[config.mk]
export PLATFORM = sky130hd
export DESIGN_NAME = hazard_scoreboard
export DESIGN_NICKNAME = d
export VERILOG_FILES = /design/src/rtl/hazard_scoreboard_pkg.sv /design/src/rtl/scoreboard_table.sv /design/src/rtl/hazard_scoreboard.sv
export SDC_FILE = /design/constraint.sdc
export NUM_CORES = 1
export LEC_CHECK = 0
export ABC_AREA = 1
export BUFFER_PORTS_ARGS = -buffer_cell sky130_fd_sc_hd__buf_2
export CORE_ASPECT_RATIO = 1.5
export CORE_MARGIN = 2
export CORE_UTILIZATION = 40
export CTS_CLUSTER_SIZE = 16
export DETAILED_ROUTE_END_ITERATION = 10
export SYNTH_ARGS = -nofsm -noshare
export SYNTH_HDL_FRONTEND = slang
export SYNTH_SLANG_ARGS = --single-unit
[constraint.sdc]
create_clock -name clk -period 4.75 [get_ports clk]
set_clock_uncertainty 0.1 [all_clocks]
set_input_delay 0.2375 -clock clk [delete_from_list [all_inputs] [get_ports clk]]
set_output_delay 0.2375 -clock clk [all_outputs]
set_load 0.05 [all_outputs]
[src/rtl/hazard_scoreboard_pkg.sv]
// Shared constants and encodings for the issue-side hazard scoreboard.
package hazard_scoreboard_pkg;

    localparam int SB_REG_COUNT      = 32;
    localparam int SB_REG_ADDR_WIDTH = $clog2(SB_REG_COUNT);

    // Where an operand is sourced from at issue.
    typedef enum logic {
        FWD_SRC_REGFILE = 1'b0,
        FWD_SRC_BYPASS  = 1'b1
    } fwd_src_e;

endpackage

[src/rtl/scoreboard_table.sv]
// Per-register pending / fwd_ready bit array.
// Update order within a cycle: ready sets, then writeback clear, then issue set.
// r0 is forced clear so it can never look in flight.
module scoreboard_table #(
    parameter int REG_COUNT      = 32,
    parameter int REG_ADDR_WIDTH = 5
) (
    input  logic                                clk,
    input  logic                                reset,
    input  logic                                set_en,
    input  logic [REG_ADDR_WIDTH-1:0]           set_idx,
    input  logic                                clr_en,
    input  logic [REG_ADDR_WIDTH-1:0]           clr_idx,
    input  logic [1:0]                          rdy_en,
    input  logic [1:0][REG_ADDR_WIDTH-1:0]      rdy_idx,
    input  logic [1:0][REG_ADDR_WIDTH-1:0]      rd_idx,
    output logic [1:0]                          rd_pending,
    output logic [1:0]                          rd_ready,
    output logic [REG_COUNT-1:0]                pending_vec
);

    logic [REG_COUNT-1:0] pending_q, pending_d;
    logic [REG_COUNT-1:0] fwd_ready_q, fwd_ready_d;
    logic [REG_COUNT-1:0] set_oh, clr_oh, rdy_oh;

    // Decode the write ports to one-hot masks and merge them in priority order.
    always_comb begin
        set_oh = '0;
        clr_oh = '0;
        rdy_oh = '0;
        if (set_en) set_oh[set_idx] = 1'b1;
        if (clr_en) clr_oh[clr_idx] = 1'b1;
        for (int k = 0; k < 2; k++) begin
            if (rdy_en[k]) rdy_oh[rdy_idx[k]] = 1'b1;
        end
        // Ready only marks registers that are actually in flight, so
        // fwd_ready stays a subset of pending.
        fwd_ready_d    = ((fwd_ready_q | (rdy_oh & pending_q)) & ~clr_oh) & ~set_oh;
        pending_d      = (pending_q & ~clr_oh) | set_oh;
        pending_d[0]   = 1'b0;
        fwd_ready_d[0] = 1'b0;
    end

    // State register with synchronous reset.
    always_ff @(posedge clk) begin
        if (reset) begin
            pending_q   <= '0;
            fwd_ready_q <= '0;
        end else begin
            pending_q   <= pending_d;
            fwd_ready_q <= fwd_ready_d;
        end
    end

    // Two source read ports plus the full pending view for the WAW check.
    always_comb begin
        for (int k = 0; k < 2; k++) begin
            rd_pending[k] = pending_q[rd_idx[k]];
            rd_ready[k]   = fwd_ready_q[rd_idx[k]];
        end
        pending_vec = pending_q;
    end

endmodule

[src/rtl/hazard_scoreboard.sv]
// Issue-side hazard unit: RAW/WAW stall generation, operand forward selects
// and a one-entry execute tracker that marks ALU results forwardable.
module hazard_scoreboard
    import hazard_scoreboard_pkg::*;
#(
    parameter int REG_COUNT      = SB_REG_COUNT,
    parameter int REG_ADDR_WIDTH = SB_REG_ADDR_WIDTH
) (
    input  logic                      clk,
    input  logic                      reset,
    input  logic                      dec_valid,
    input  logic [REG_ADDR_WIDTH-1:0] dec_rs1,
    input  logic [REG_ADDR_WIDTH-1:0] dec_rs2,
    input  logic [REG_ADDR_WIDTH-1:0] dec_rd,
    input  logic                      dec_uses_rs1,
    input  logic                      dec_uses_rs2,
    input  logic                      dec_writes_rd,
    input  logic                      dec_is_load,
    input  logic                      ext_stall,
    input  logic                      flush,
    input  logic                      mem_ld_done,
    input  logic [REG_ADDR_WIDTH-1:0] mem_ld_rd,
    input  logic                      wb_valid,
    input  logic [REG_ADDR_WIDTH-1:0] wb_rd,
    output logic                      stall,
    output logic                      issue,
    output logic                      fwd_rs1,
    output logic                      fwd_rs2
);

    logic                             ex_valid_q, ex_valid_d;
    logic [REG_ADDR_WIDTH-1:0]        ex_rd_q, ex_rd_d;
    logic                             ex_is_load_q, ex_is_load_d;

    logic [1:0][REG_ADDR_WIDTH-1:0]   src_idx;
    logic [1:0]                       src_uses, src_pend, src_rdy, src_live, src_hz;
    fwd_src_e                         src_sel [2];
    logic [REG_COUNT-1:0]             pending_vec;
    logic                             waw_hz, set_en, alu_done;

    scoreboard_table #(
        .REG_COUNT      (REG_COUNT),
        .REG_ADDR_WIDTH (REG_ADDR_WIDTH)
    ) u_table (
        .clk         (clk),
        .reset       (reset),
        .set_en      (set_en),
        .set_idx     (dec_rd),
        .clr_en      (wb_valid),
        .clr_idx     (wb_rd),
        .rdy_en      ({mem_ld_done, alu_done}),
        .rdy_idx     ({mem_ld_rd, ex_rd_q}),
        .rd_idx      (src_idx),
        .rd_pending  (src_pend),
        .rd_ready    (src_rdy),
        .pending_vec (pending_vec)
    );

    // Source and WAW hazard equations; a same-cycle writeback counts as resolved
    // because the register file is write-through.
    always_comb begin
        src_idx  = {dec_rs2, dec_rs1};
        src_uses = {dec_uses_rs2, dec_uses_rs1};
        for (int k = 0; k < 2; k++) begin
            src_live[k] = src_uses[k] && (src_idx[k] != '0) && src_pend[k]
                          && !(wb_valid && (wb_rd == src_idx[k]));
            src_hz[k]   = src_live[k] && !src_rdy[k];
            src_sel[k]  = (src_live[k] && src_rdy[k]) ? FWD_SRC_BYPASS : FWD_SRC_REGFILE;
        end
        waw_hz   = dec_writes_rd && (dec_rd != '0) && pending_vec[dec_rd]
                   && !(wb_valid && (wb_rd == dec_rd));
        stall    = dec_valid && !flush && ((|src_hz) || waw_hz);
        issue    = dec_valid && !flush && !stall && !ext_stall;
        fwd_rs1  = (src_sel[0] == FWD_SRC_BYPASS);
        fwd_rs2  = (src_sel[1] == FWD_SRC_BYPASS);
        set_en   = issue && dec_writes_rd && (dec_rd != '0);
        // ALU results become forwardable the cycle after issue unless frozen.
        alu_done = ex_valid_q && !ex_is_load_q && !ext_stall;
    end

    // Execute tracker next state: load on issue, hold under ext_stall, else drain.
    always_comb begin
        ex_valid_d   = ex_valid_q;
        ex_rd_d      = ex_rd_q;
        ex_is_load_d = ex_is_load_q;
        if (issue) begin
            ex_valid_d   = set_en;
            ex_rd_d      = dec_rd;
            ex_is_load_d = dec_is_load;
        end else if (!ext_stall) begin
            ex_valid_d   = 1'b0;
        end
    end

    // Execute tracker register with synchronous reset.
    always_ff @(posedge clk) begin
        if (reset) begin
            ex_valid_q   <= 1'b0;
            ex_rd_q      <= '0;
            ex_is_load_q <= 1'b0;
        end else begin
            ex_valid_q   <= ex_valid_d;
            ex_rd_q      <= ex_rd_d;
            ex_is_load_q <= ex_is_load_d;
        end
    end

endmodule

# [Word-level counts from Yosys, hierarchy flattened]
# Cells that the tools add are included.
[totals] inputBits=36 mem_bits_rw=0 out_inout_bits=4 mem_count=0 romBits=0 latchBits=0 ff_bits=71
[op_classes] n_addsub=0 shifts=0 n_div=0 magnitude_cmp=10 n_reduce_logical=42 muxes=26 n_mul=0 n_eq_ne=4 n_bitwise=9
[ops] cell="$and 32x32->32" count=4
[ops] cell="$mux 32" count=4
[ops] cell="$or 32x32->32" count=3
[ops] cell="$not 32->32" count=2
[ops] cell="$lt 5x6->1 const B" count=6
[ops] cell="$logic_and 1x1->1" count=28
[ops] cell="$bmux 1 s5" count=5
[ops] cell="$demux 1 s5" count=4
[ops] cell="$ge 5x1->1 const B" count=4
[ops] cell="$eq 5x5->1" count=3
[ops] cell="$reduce_bool 5->1" count=3
[ops] cell="$mux 1" count=13
[ops] cell="$logic_not 1->1" count=9
[ops] cell="$ne 2x1->1 const B" count=1
[ops] cell="$reduce_or 2->1" count=1
[ops] cell="$logic_or 1x1->1" count=1

# [Longest topological paths before layout]
[depth] word_depth=16 mapped_depth=18 depth_no_buf=16

# [Modules after synthesis]
# A second synthesis with hierarchy kept.
[unflattened] cells_unflattened=952 area_unflattened_um2=5490.3
[modules_own_cells] module="scoreboard_table" instances=1 cells_per_inst=729 area_each_um2=4344.2
[modules_own_cells] module="hazard_scoreboard" instances=1 cells_per_inst=223 area_each_um2=1146.1

# [Worst setup path before layout]
# Ideal clock, no wire load.
[synth_timing] path_kind="input -> output" startpoint="input dec_rs2[1]" endpoint="output stall" required_time_ps=4413 t_arrival_ps=2417 setup_slack_ps=1995 n_path_buf=3 stages=15 path_cell_list="buf_2 > inv_1 > buf_4 > nor2_1 > nand2_1 > nand3_1 > nor2_1 > nand2_1 > nand2_1 > nor2_1 > nand2_1 > nand2_1 > nor2_2 > buf_6 > nor3_1"
[synth_via] elab_chain_cells=8 elab_cells_between_ends=16
[synth_lines] item="start: declaration" line="hazard_scoreboard.sv:13" source="input logic [REG_ADDR_WIDTH-1:0] dec_rs2,"
[synth_lines] item="$bmux 1 s5, or another cell as far along" line="scoreboard_table.sv:58" source="rd_pending[k] = pending_q[rd_idx[k]];"
[synth_lines] item="$mux 1 (not written as such), or another cell as far along" line="scoreboard_table.sv:58"
[synth_lines] item="$logic_and 1x1->1 / $logic_not 1->1 (equally long branches)" line="hazard_scoreboard.sv:65, hazard_scoreboard.sv:66"
[synth_lines] item="$logic_and 1x1->1" line="hazard_scoreboard.sv:66" source="&& !(wb_valid && (wb_rd == src_idx[k]));"
[synth_lines] item="$logic_and 1x1->1 *" line="hazard_scoreboard.sv:67" source="src_hz[k] = src_live[k] && !src_rdy[k];"
[synth_lines] item="$reduce_or 2->1 *" line="hazard_scoreboard.sv:72" source="stall = dec_valid && !flush && ((|src_hz) || waw_hz);"
[synth_lines] item="$logic_or 1x1->1 *" line="hazard_scoreboard.sv:72"
[synth_lines] item="$logic_and 1x1->1 *" line="hazard_scoreboard.sv:72"
[synth_lines] item="end: declaration" line="hazard_scoreboard.sv:25" source="output logic stall,"
# Every way passes the cells marked *; elsewhere a longest branch is shown, timed or not. The select of a mux whose other input is x is not followed.

# [Final worst setup path]
[layout_timing] startpoint="input dec_rs1[0]" endpoint="output stall"
[layout_via] elab_chain_cells=8 elab_cells_between_ends=16
[layout_lines] item="start: declaration" line="hazard_scoreboard.sv:12" source="input logic [REG_ADDR_WIDTH-1:0] dec_rs1,"
[layout_lines] item="$bmux 1 s5, or another cell as far along" line="scoreboard_table.sv:58"
[layout_lines] item="$mux 1 (not written as such), or another cell as far along" line="scoreboard_table.sv:58"
[layout_lines] item="$logic_and 1x1->1 / $logic_not 1->1 (equally long branches)" line="hazard_scoreboard.sv:65, hazard_scoreboard.sv:66"
[layout_lines] item="$logic_and 1x1->1" line="hazard_scoreboard.sv:66"
[layout_lines] item="$logic_and 1x1->1 *" line="hazard_scoreboard.sv:67"
[layout_lines] item="$reduce_or 2->1 *" line="hazard_scoreboard.sv:72"
[layout_lines] item="$logic_or 1x1->1 *" line="hazard_scoreboard.sv:72"
[layout_lines] item="$logic_and 1x1->1 *" line="hazard_scoreboard.sv:72"
# Marked as above.

==> impl_metrics.py <==
metrics = {
    "drt": {
        "drtAntennaViolNets": 0,
        "vias": 6834,
        "drt-wirelength-per-cell_um": 19.3,
        "drt_iter0_drc": 738,
        "drc_errors": 0,
        "dr.pass1.iters": 5,
        "vias_per_cell": 5.97,
        "wl_mm": 22.1,
    },
    "place": {
        "portBuffers": 39,
        "dp_slack_ns": 1.52,
        "placed_area_um2": 5780,
        "dpl.hpwl_mm": 16.5,
        "place.gp.congestion": 1.01,
        "place_inst": 1129,
    },
    "yosys": {
        "syn_inst": 967,
        "seq_area_frac_synth": 0.247,
        "synth_fp_nets": 1003,
        "avgSynthCellArea_um2": 5.79,
        "yosys.area.top_type": "dfxtp_1",
        "synthesis.area_um2": 5590,
        "yosys.cell_count.top_type": "nand2_1",
        "ys.flop_type": "dfxtp_1",
        "synth_top_area_share": 0.247,
        "yosys-top-cells-area": "dfxtp_1 25%, nand2_1 15%, inv_1 9.6%",
        "synth-edff-count": 0,
        "synth-seq-cells": 69,
        "synth_async_sr_flop_share": 0,
        "ys_warn_count": 0,
        "yosysUniqueCellTypes": 28,
        "synthTopCellsByCount": "218 x nand2_1, 143 x inv_1, 100 x nand3_1",
    },
    "timing": {
        "tns_ns": 0,
        "hold_ws_ns": 0.0411,
        "slew_headroom": 0.370,
        "setup_viol": 0,
        "fin_crit_sh": 0.694,
        "drv_slew": 0,
        "period_needed_ns": 3.30,
        "max_freq_ghz": 0.303,
        "finalHoldViolations": 0,
        "setup_ws_ns": 1.45,
        "rsz0062_at_grt": "false",
        "tightest_slew_ns": 0.937,
    },
    "global_route": {
        "grt_usage": 0.299,
        "grt_max_degree": 46,
        "grt_pass1_vias": 6299,
        "grt_remaining_overflow": 0,
        "antenna_found_initial": 0,
        "grt_pass1_wl_mm": 34.3,
    },
    "clock_tree": {
        "cts.repair.resized": 0,
        "cts_setup_buffers": 0,
        "cts-htree-levels": 3,
        "cts_root_buffer": "clkbuf_16",
        "postCtsHoldBufs": 0,
        "clockBufferDepth": 2,
        "clock_latency_ns": 0.35,
        "path_clk_slew_ns": 0.05,
        "numCtsBuffers": 9,
        "cts_tree": "done",
        "clock-sinks": 69,
    },
    "die": {
        "core_area_um2": 13600,
        "ioPinCount": 40,
        "die_area_um2": 15000,
        "start_util": 0.411,
        "die_h_um": 149,
        "row_count": 52,
        "die_w_um": 101,
    },
    "critical_path": {
        "ff2ff_path_depth": 15,
        "r2r_slack_ns": 2.08,
        "startpoint_type": "primary input",
        "critPathRequiredTime_ns": 4.41,
        "endpoint_kind": "primary output",
        "crit_type": "in -> out",
        "r2r_start": "u_table.pending_vec[19]",
        "r2r-end": "u_table.fwd_ready_q[16]",
        "worstPathMaxFanout": 29,
        "arrival_ns": 2.96,
    },
    "hold_path": {
        "hold_end": "ex_is_load_q",
        "hold_start": "dec_is_load",
        "hold_depth": 3,
        "holdCritPathClass": "in -> reg",
    },
    "power_and_ir_drop": {
        "p_total_mw": 1.67,
        "vdd_drop_max_mv": 0.166,
        "p_leak_nw": 2.78,
        "powerDensity_nw_per_um2": 272,
    },
    "final_layout": {
        "fin_util": 0.452,
        "syn2layout_area_growth_pct": 9.77,
        "fin_area_um2": 6140,
        "nets": 1014,
        "drive_above_1_share": 0.0865,
        "num_antenna_cells": 0,
        "finalNonFillerCells": 1145,
    },
    "run": {
        "maxCapViolCount": 0,
    },
    "outcome": {
        "status": "finished, final reports clean",
    },
}
## layout by cell type (no fill, tap or decap), types with 2 or more instances in the layout
cell type	n
a21oi_1	78
a22oi_1	19
buf_2	39
buf_4	6
bufinv_16	3
clkbuf_16	9
clkbuf_8	2
dfxtp_1	69
inv_1	143
inv_2	4
inv_4	2
nand2_1	218
nand2_4	2
nand3_1	100
nand4_1	28
nand4_2	9
nor2_1	81
nor2_2	3
nor2_4	2
nor3_1	43
o211ai_1	10
o21ai_0	95
o21ai_1	3
o22ai_1	8
## metal layers
layer	track usage	vias up	share of wire
met5	0	-	0
li1	-	3229	-
met3	0.0300	76	0.083
met4	0.151	0	0.051
met1	0.382	3156	0.40
met2	0.496	373	0.47
## worst max-delay path by stage
stage / start / endpoint / slack [ns]
6_report: dec_rs1[0] / stall / 1.45
5_1_grt: dec_rs1[0] / stall / 1.32
4_1_cts: dec_rs1[0] / stall / 1.54
3_5_place_dp: dec_rs1[0] / u_table.fwd_ready_q[16] / 1.52
3_3_place_gp: dec_rs1[0] / u_table.fwd_ready_q[6] / 1.50
2_1_floorplan: dec_rs2[1] / stall / 2.00
## sequential cells by signal, summed over array words and instances, names as in the netlist
signal and count:
u_table.fwd_ready_q 31, ex_is_load_q 1, ex_valid_q 1, ex_rd_q 5
u_table.pending_vec 31
## report_power, final
group	switching [mW]	leakage, nW	internal (mW)
Combinational	0.201	2.05	0.0655
Sequential	0.00272	0.556	0.581
Clock	0.276	0.172	0.543
Total	0.480	2.78	1.19
## final cells by class
class                           count  area, um^2
Fill cell                        1498        7460
Clock buffer                       11         253
Sequential cell                    69        1380
Multi-Input combinational cell    703        3370
Tap cell                          162         203
Inverter                          149         564
Clock inverter                      5         106
Timing Repair Buffer               46         260
## worst max-delay path: stages
cell and delay, ns:
buf_2 0.10, buf_4 0.23, nor2_1 0.72, a21oi_1 0.14, nand3_1 0.13, nand3_1 0.14, nand2_1 0.11, nand2_1 0.05
nand2_1 0.05, nor2_1 0.07, nor2_2 0.60, nor3_1 0.12, buf_2 0.25
## cells by family after synthesis
family | synth area share
DFF | 0.247
buffers and inverters | 0.151
and+or+nand+nor | 0.394
AOI/OAI and AO/OA | 0.208
Power figures use the tool's default switching activity.
